===== config.mk =====
export PLATFORM = sky130hd
export DESIGN_NAME = bin2bcd_seq
export DESIGN_NICKNAME = d
export VERILOG_FILES = /design/src/rtl/bcd_pkg.sv /design/src/rtl/bcd_digit_adj.sv /design/src/rtl/bin2bcd_seq.sv
export SDC_FILE = /design/constraint.sdc
export NUM_CORES = 1
export LEC_CHECK = 0
export ABC_AREA = 1
export CELL_PAD_IN_SITES_DETAIL_PLACEMENT = 1
export CELL_PAD_IN_SITES_GLOBAL_PLACEMENT = 1
export CORE_ASPECT_RATIO = 0.75
export CORE_MARGIN = 10
export CORE_UTILIZATION = 36
export DETAILED_ROUTE_END_ITERATION = 6
export GPL_ROUTABILITY_DRIVEN = 0
export HOLD_SLACK_MARGIN = 0.1
export PLACE_DENSITY_LB_ADDON = 0.15
export RECOVER_POWER = 25
export SYNTH_ARGS = -nofsm -noshare
export SYNTH_HDL_FRONTEND = slang
export SYNTH_SLANG_ARGS = --single-unit
export TNS_END_PERCENT = 20

===== constraint.sdc =====
create_clock -name clk -period 1.3 [get_ports clk]
set_input_delay 0.26 -clock clk [delete_from_list [all_inputs] [get_ports clk]]
set_output_delay 0.26 -clock clk [all_outputs]
set_load 0.01 [all_outputs]

===== src/rtl/bcd_pkg.sv =====
// Shared definitions for the sequential binary-to-BCD converter:
// state encoding, digit width and the per-digit add-3 correction.
package bcd_pkg;

  localparam int BCD_DIGIT_W = 4;

  typedef enum logic [1:0] {
    ST_IDLE   = 2'd0,
    ST_ADJUST = 2'd1,
    ST_SHIFT  = 2'd2,
    ST_DONE   = 2'd3
  } state_e;

  // Pre-shift correction so that a digit >= 5 carries into the next digit on shift.
  function automatic logic [BCD_DIGIT_W-1:0] add3_if_ge5(input logic [BCD_DIGIT_W-1:0] d);
    return (d >= 4'd5) ? d + 4'd3 : d;
  endfunction

endpackage


===== src/rtl/bcd_digit_adj.sv =====
// One BCD digit's conditional add-3 step; purely combinational, no carry
// into neighbouring digits.
module bcd_digit_adj
  import bcd_pkg::*;
(
  input  logic [BCD_DIGIT_W-1:0] digit_i,
  output logic [BCD_DIGIT_W-1:0] digit_o
);

  assign digit_o = add3_if_ge5(digit_i);

endmodule


===== src/rtl/bin2bcd_seq.sv =====
// Sequential double-dabble binary-to-BCD converter with start/busy/done handshake
// and overflow flag. Define BCD_SIGNED_EN for two's-complement input and out_sign.
module bin2bcd_seq
  import bcd_pkg::*;
#(
  parameter int IN_W   = 8,
  parameter int DIGITS = 3
) (
  input  logic                          clk,
  input  logic                          rst,
  input  logic                          in_init,
  input  logic [IN_W-1:0]               in_bin,
  output logic [BCD_DIGIT_W*DIGITS-1:0] out_bcd,
  output logic                          out_busy,
  output logic                          out_done,
  output logic                          out_ovf
`ifdef BCD_SIGNED_EN
  ,
  output logic                          out_sign
`endif
);

  localparam int CNT_W = $clog2(IN_W + 1);
  localparam int SCR_W = BCD_DIGIT_W * DIGITS;

  state_e             state_q, state_d;
  logic [IN_W-1:0]    shift_q, shift_d;
  logic [SCR_W-1:0]   scratch_q, scratch_d;
  logic [CNT_W-1:0]   cnt_q, cnt_d;
  logic               acc_q, acc_d;
  logic [SCR_W-1:0]   bcd_q, bcd_d;
  logic               ovf_q, ovf_d;
  logic [SCR_W-1:0]   adj_scratch;
  logic [SCR_W-1:0]   shifted_scratch;
  logic [IN_W-1:0]    operand;

`ifdef BCD_SIGNED_EN
  logic sign_q, sign_d;
  logic out_sign_q, out_sign_d;

  // Unary minus wraps -2^(IN_W-1) onto itself, which read unsigned is 2^(IN_W-1).
  assign operand  = in_bin[IN_W-1] ? -in_bin : in_bin;
  assign out_sign = out_sign_q;
`else
  assign operand = in_bin;
`endif

  for (genvar gi = 0; gi < DIGITS; gi++) begin : g_adj
    bcd_digit_adj u_adj (
      .digit_i(scratch_q[gi*BCD_DIGIT_W +: BCD_DIGIT_W]),
      .digit_o(adj_scratch[gi*BCD_DIGIT_W +: BCD_DIGIT_W])
    );
  end

  assign shifted_scratch = {scratch_q[SCR_W-2:0], shift_q[IN_W-1]};

  always_comb begin
    state_d   = state_q;
    shift_d   = shift_q;
    scratch_d = scratch_q;
    cnt_d     = cnt_q;
    acc_d     = acc_q;
    bcd_d     = bcd_q;
    ovf_d     = ovf_q;
`ifdef BCD_SIGNED_EN
    sign_d     = sign_q;
    out_sign_d = out_sign_q;
`endif
    unique case (state_q)
      ST_IDLE: begin
        if (in_init) begin
          shift_d   = operand;
          scratch_d = '0;
          acc_d     = 1'b0;
          cnt_d     = CNT_W'(IN_W);
`ifdef BCD_SIGNED_EN
          sign_d    = in_bin[IN_W-1];
`endif
          state_d   = ST_ADJUST;
        end
      end
      ST_ADJUST: begin
        scratch_d = adj_scratch;
        state_d   = ST_SHIFT;
      end
      ST_SHIFT: begin
        scratch_d = shifted_scratch;
        shift_d   = {shift_q[IN_W-2:0], 1'b0};
        // Any 1 leaving the top digit means the true result needs more digits.
        acc_d     = acc_q | scratch_q[SCR_W-1];
        cnt_d     = cnt_q - CNT_W'(1);
        if (cnt_q == CNT_W'(1)) begin
          bcd_d   = shifted_scratch;
          ovf_d   = acc_q | scratch_q[SCR_W-1];
`ifdef BCD_SIGNED_EN
          out_sign_d = sign_q;
`endif
          state_d = ST_DONE;
        end else begin
          state_d = ST_ADJUST;
        end
      end
      ST_DONE: begin
        state_d = ST_IDLE;
      end
      default: begin
        state_d = ST_IDLE;
      end
    endcase
  end

  always_ff @(posedge clk) begin
    if (rst) begin
      state_q   <= ST_IDLE;
      shift_q   <= '0;
      scratch_q <= '0;
      cnt_q     <= '0;
      acc_q     <= 1'b0;
      bcd_q     <= '0;
      ovf_q     <= 1'b0;
`ifdef BCD_SIGNED_EN
      sign_q     <= 1'b0;
      out_sign_q <= 1'b0;
`endif
    end else begin
      state_q   <= state_d;
      shift_q   <= shift_d;
      scratch_q <= scratch_d;
      cnt_q     <= cnt_d;
      acc_q     <= acc_d;
      bcd_q     <= bcd_d;
      ovf_q     <= ovf_d;
`ifdef BCD_SIGNED_EN
      sign_q     <= sign_d;
      out_sign_q <= out_sign_d;
`endif
    end
  end

  assign out_bcd  = bcd_q;
  assign out_ovf  = ovf_q;
  assign out_busy = (state_q == ST_ADJUST) || (state_q == ST_SHIFT);
  assign out_done = (state_q == ST_DONE);

endmodule


== Word level (Yosys, flattened, before mapping) ==
Index checks and enable logic that the tools add are counted.
Word-level totals
  bits of input ports: 11
  word-level logic and storage cells: 48
  bits in registers: 40
  output and inout bits: 15
Operators by class
  eq/ne operators: 8
  multiplexer cells: 14
  add/sub/neg operators: 4
  bitwise operators: 1
  magnitude comparators: 3
  reduce and logical (&&, ||, !) cells: 9
Operators with widths (count)
  one-hot mux 12 bit (3 select lines): 1
  2-to-1 mux 4 bit: 4
  one-hot mux 8 bit (2 select lines): 1
  adder 4 x 2 -> 4 bit, second input constant: 3
  >= comparator 4 x 3 -> 1 bit, second input constant: 3
  2-to-1 mux 12 bit: 1
  AND reduction 3 bit: 3
  2-to-1 mux 8 bit: 1
  one-hot mux 2 bit (4 select lines): 1
  one-hot mux 4 bit (2 select lines): 1
  != test 2 x 1 -> 1 bit, second input constant: 3
  equality test 2 bit, second input constant: 2
  equality test 4 x 1 -> 1 bit, second input constant: 1
  2-to-1 mux 2 bit: 2
  AND reduction 2 bit: 2
  subtractor 4 x 1 -> 4 bit, second input constant: 1
  nonzero test 3 bit: 1
  equality test 2 x 1 -> 1 bit, second input constant: 1
  logical NOT 2 bit: 1
  != test 2 bit, second input constant: 1
  one-hot mux 1 bit (2 select lines): 1
  nonzero test 2 bit: 1
  logical OR 1 bit: 1
  2-to-1 mux 1 bit: 1
  bitwise OR 1 bit: 1

== Longest topological paths before layout ==
  word-level depth: 3
  mapped depth: 10

== By module ==
Synthesis repeated with hierarchy kept, for this count alone.
Second synthesis, totals
  cell total of the unflattened synthesis: 320
  area total of the unflattened synthesis: 2173.3 um^2
By module, submodules not included
  bin2bcd_seq: sequential area each 800.8 um^2, area an instance 1767.9 um^2, cells each 251, times used 1
  bcd_digit_adj: sequential area each 0.0 um^2, area an instance 135.1 um^2, cells each 23, times used 3

== Worst setup path after synthesis ==
Ideal clock, no wire load.
  kind: reg2reg
  start: reg state_q[0]
  end: reg cnt_q[2]
  setup time: 0.115 ns
  stages on the path, launching flop included: 8
  data required time: 1.185 ns
  path slack: -0.094 ns
  data arrival time: 1.279 ns
  cell sequence: dfxtp_1 > inv_1 > ha_1 > o21ai_2 > inv_2 > buf_4 > a21oi_1 > nor3_1
Between the ends
  longest elaborated chain between the ends: 3
Ends and longest elaborated chain
  from (decl): line bin2bcd_seq.sv:26  | state_e state_q, state_d;
  from (signal assigned): line bin2bcd_seq.sv:126  | state_q <= state_d;
  equality test 2 bit / logical NOT 2 bit (equally long branches): line bin2bcd_seq.sv:69  | unique case (state_q)
  nonzero test 2 bit (no line) / != test 2 bit (equally long branches)
  AND reduction 2 bit (no line)
  to (signal assigned): line bin2bcd_seq.sv:129  | cnt_q <= cnt_d;
  to (decl): line bin2bcd_seq.sv:29  | logic [CNT_W-1:0] cnt_q, cnt_d;
Parallel ways exist; a longest one is shown, timed or not.
A chain may end at the register's enable or synchronous reset.

== Worst setup path in the final report ==
  start: reg state_q[0]
  end: reg scratch_q[8]
Between the ends
  longest elaborated chain between the ends: 3
Ends and longest elaborated chain
  equality test 2 x 1 -> 1 bit, or another cell as far along: line bin2bcd_seq.sv:69
  != test 2 x 1 -> 1 bit (no line), or another cell as far along
  AND reduction 3 bit (no line)
  to (signal assigned): line bin2bcd_seq.sv:128  | scratch_q <= scratch_d;
  to (decl): line bin2bcd_seq.sv:28  | logic [SCR_W-1:0] scratch_q, scratch_d;
Parallel ways exist; a longest one is shown, timed or not.

==> run metrics <==
DR pass1 iterations 4; synthesis-stage register bit count 40; Root Driver clkbuf_8; Overflow after GRT 0; Post-Synthesis Cells 269; CP startpoint kind register; core area 0.00538 mm²; DRC 0; synthesized area per cell 7.47 µm²; Die Width 106 µm; Vias/cell 4.96; total power 4290 µW; fill count 684; io pins 26; CP max FO 4; WL/cell between 15 and 20 µm; Num CTS Buffers 5; Max-cap violations 0; largest net degree at the start of global routing 19; final setup margin -0.188 ns; Tcrit/Tclk final 1.14; fraction of layout cells with a size suffix above 1 0.318; CTS HTree Levels 2; Buf/Inv on CP 2; Max Fclk 672 MHz; Placement Setup Slack -0.293 ns; vias in the first global route between 2000 and 2500; clk sinks 40; Synth cell types 29; Setup Skew ~0.0022 ns; Worst-path clk slew 0.08 ns; run status finished with violations; failing checks negative setup slack; Worst setup EP type register; delay-heaviest family, CP simple AND/OR/NAND/NOR gates; VDD IR max 0.691 mV; die area ~0.009 mm²; Final ANT Viol Nets 0; total track usage 0.147; CP most frequent cell nor2_4; initial antenna violation count 0; P&R area growth vs syn 48.6%; final layout net count around 370; flop2flop setup slack -0.19 ns; setup TNS -4.07 ns; HP Class reg2reg; Initial Util 0.373; Hold Startpoint shift_q[1]; highest-delay cell along the critical path dfxtp_2; Die Height 84.7 µm; syn nets about 290; CTS max path bufs 2; CP startpoint state_q[0]; Final Hold Vio Count 0; initial drt markers 52; LEAKAGE 0.00130 µW; slowest stage delay, CP 0.37 ns; pin slew with the least headroom to its limit ~0.3 ns; port buffer count 25; row count 23; Period minus WS final ~1.5 ns; CTS tree built; Seq. cell area 806 µm²; final hold slack 0.477 ns; Worst Path Arrival about 1.7 ns; Post-Route WL 6.62 mm; r2r startpoint state_q[0]; HPWL Detailed 4.49 mm; Worst-Skew Late Latency approximately 0.30 ns; Seq/Total Area, Yosys 0.399; first-pass GRT wire length 10.8 mm; Final Setup Violations 37; vias post-DR 2075; Power Dens Cells about 1400 mW/mm²; cells along the critical path inv_2, ha_4, inv_2, nor2_4, nor2_4, nand2_2, nor2_4, nand2_1, a21oi_1; Slew headroom 0.795; Post-Synthesis Cell Area 0.00201 mm²; area of the multi-input gates 0.00118 mm²; CP required 1.54 ns; critical path class reg2reg; antenna diode instance count 0; RSZ-0062 raised after global routing yes; Post-CTS Hold Buffers 0; Syn. warnings 0; Max Slew Vio Count 0
layout make-up:
class | instances | share of cell area
Multi-Input combinational cell | 187 | 0.395
Inverter | 30 | 0.0402
Sequential cell | 40 | 0.270
Timing Repair Buffer | 78 | 0.231
Clock buffer | 6 | 0.0277
Clock inverter | 2 | 0.00503
Tap cell | 75 | 0.0314
registers in the layout, summed over array words and instances, names as in the netlist:
register and flops:
out_bcd 12, scratch_q 12, out_ovf 1, shift_q 8, acc_q 1, state_q 2
cnt_q 4
cells in the mapped netlist, drive strengths merged:
cell     n  area share
nand2   69        0.13
dfxtp   40        0.40
inv     30       0.057
a21oi   28       0.083
o21ai   27       0.071
nor2    15       0.037
ha      13       0.081
nand3   11       0.027
buf     10       0.033
a31oi    8       0.025
o22ai    6       0.019
nor3     4       0.010
nand4    3       0.012
clkbuf   2      0.0044
a211oi   1      0.0037
a311oi   1      0.0044
o211ai   1      0.0037
power by group:
part           internal (µW)  leakage [µW]  switching [µW]
clock                    430     0.0000434             464
sequential              1380      0.000326             103
combinational            887      0.000929            1030
total                   2690       0.00130            1600
final timing paths:
path / depth (start not counted) / end
setup reg to reg: 9 / scratch_q[8]
setup / recovery: 9 / scratch_q[8]
hold reg to reg: 2 / shift_q[2]
hold / removal: 2 / shift_q[2]
per-stage QoR:
stage / area (µm²) / std cells / util
3_3_place_gp: 2690 / 404 / 0.500
2_1_floorplan: 2040 / 269 / -
5_1_grt: 2990 / 418 / 0.555
4_1_cts: 2900 / 418 / 0.539
3_5_place_dp: 2690 / 404 / 0.500
6_report: 2990 / 418 / 0.555
layer usage:
metal	GRT usage	up-vias	wire, µm
met5	0	-	0
met4	0.0454	0	146
met3	0.0405	14	280
met2	0.253	34	3180
met1	0.174	991	3010
li1	-	1036	-
repair_timing:
item                                    4_1_cts  5_1_grt
endpoints found under the setup margin       54       43
pin swaps                                     9        5
resized for setup                            40       21
buffers inserted                              6        0
cell usage in the layout, fill, tap and decap left out, types with 2 or more instances in the layout:
cell type	instances
nand2_1	64
buf_4	45
dfxtp_1	38
inv_1	23
a21oi_1	17
o21ai_1	15
dlygate4sd2_1	12
a21oi_2	11
nand3_1	10
ha_1	10
clkdlybuf4s50_1	10
a31oi_1	8
nor2_1	8
nor2_4	7
o21ai_0	6
clkbuf_8	6
o21ai_2	5
o22ai_1	5
buf_6	5
inv_2	4
nand2_2	4
inv_4	3
ha_4	3
buf_12	3
nand4_1	2
nor3_1	2
clkinvlp_4	2
logic make-up after synthesis:
family / share of synthesized area
fa+ha+maj: 0.0809
simple gates: 0.217
flops: 0.399
compound gates: 0.209
buf+inv: 0.0946
worst register-to-register path, cell delays in order (launching register included):
cell and delay [ns]:
dfxtp_2 0.37, inv_2 0.08, ha_4 0.17, inv_2 0.06
nor2_4 0.04, nor2_4 0.22, nand2_2 0.12, nor2_4 0.14
nand2_1 0.10, a21oi_1 0.12
(Power assumes the default switching activity.)
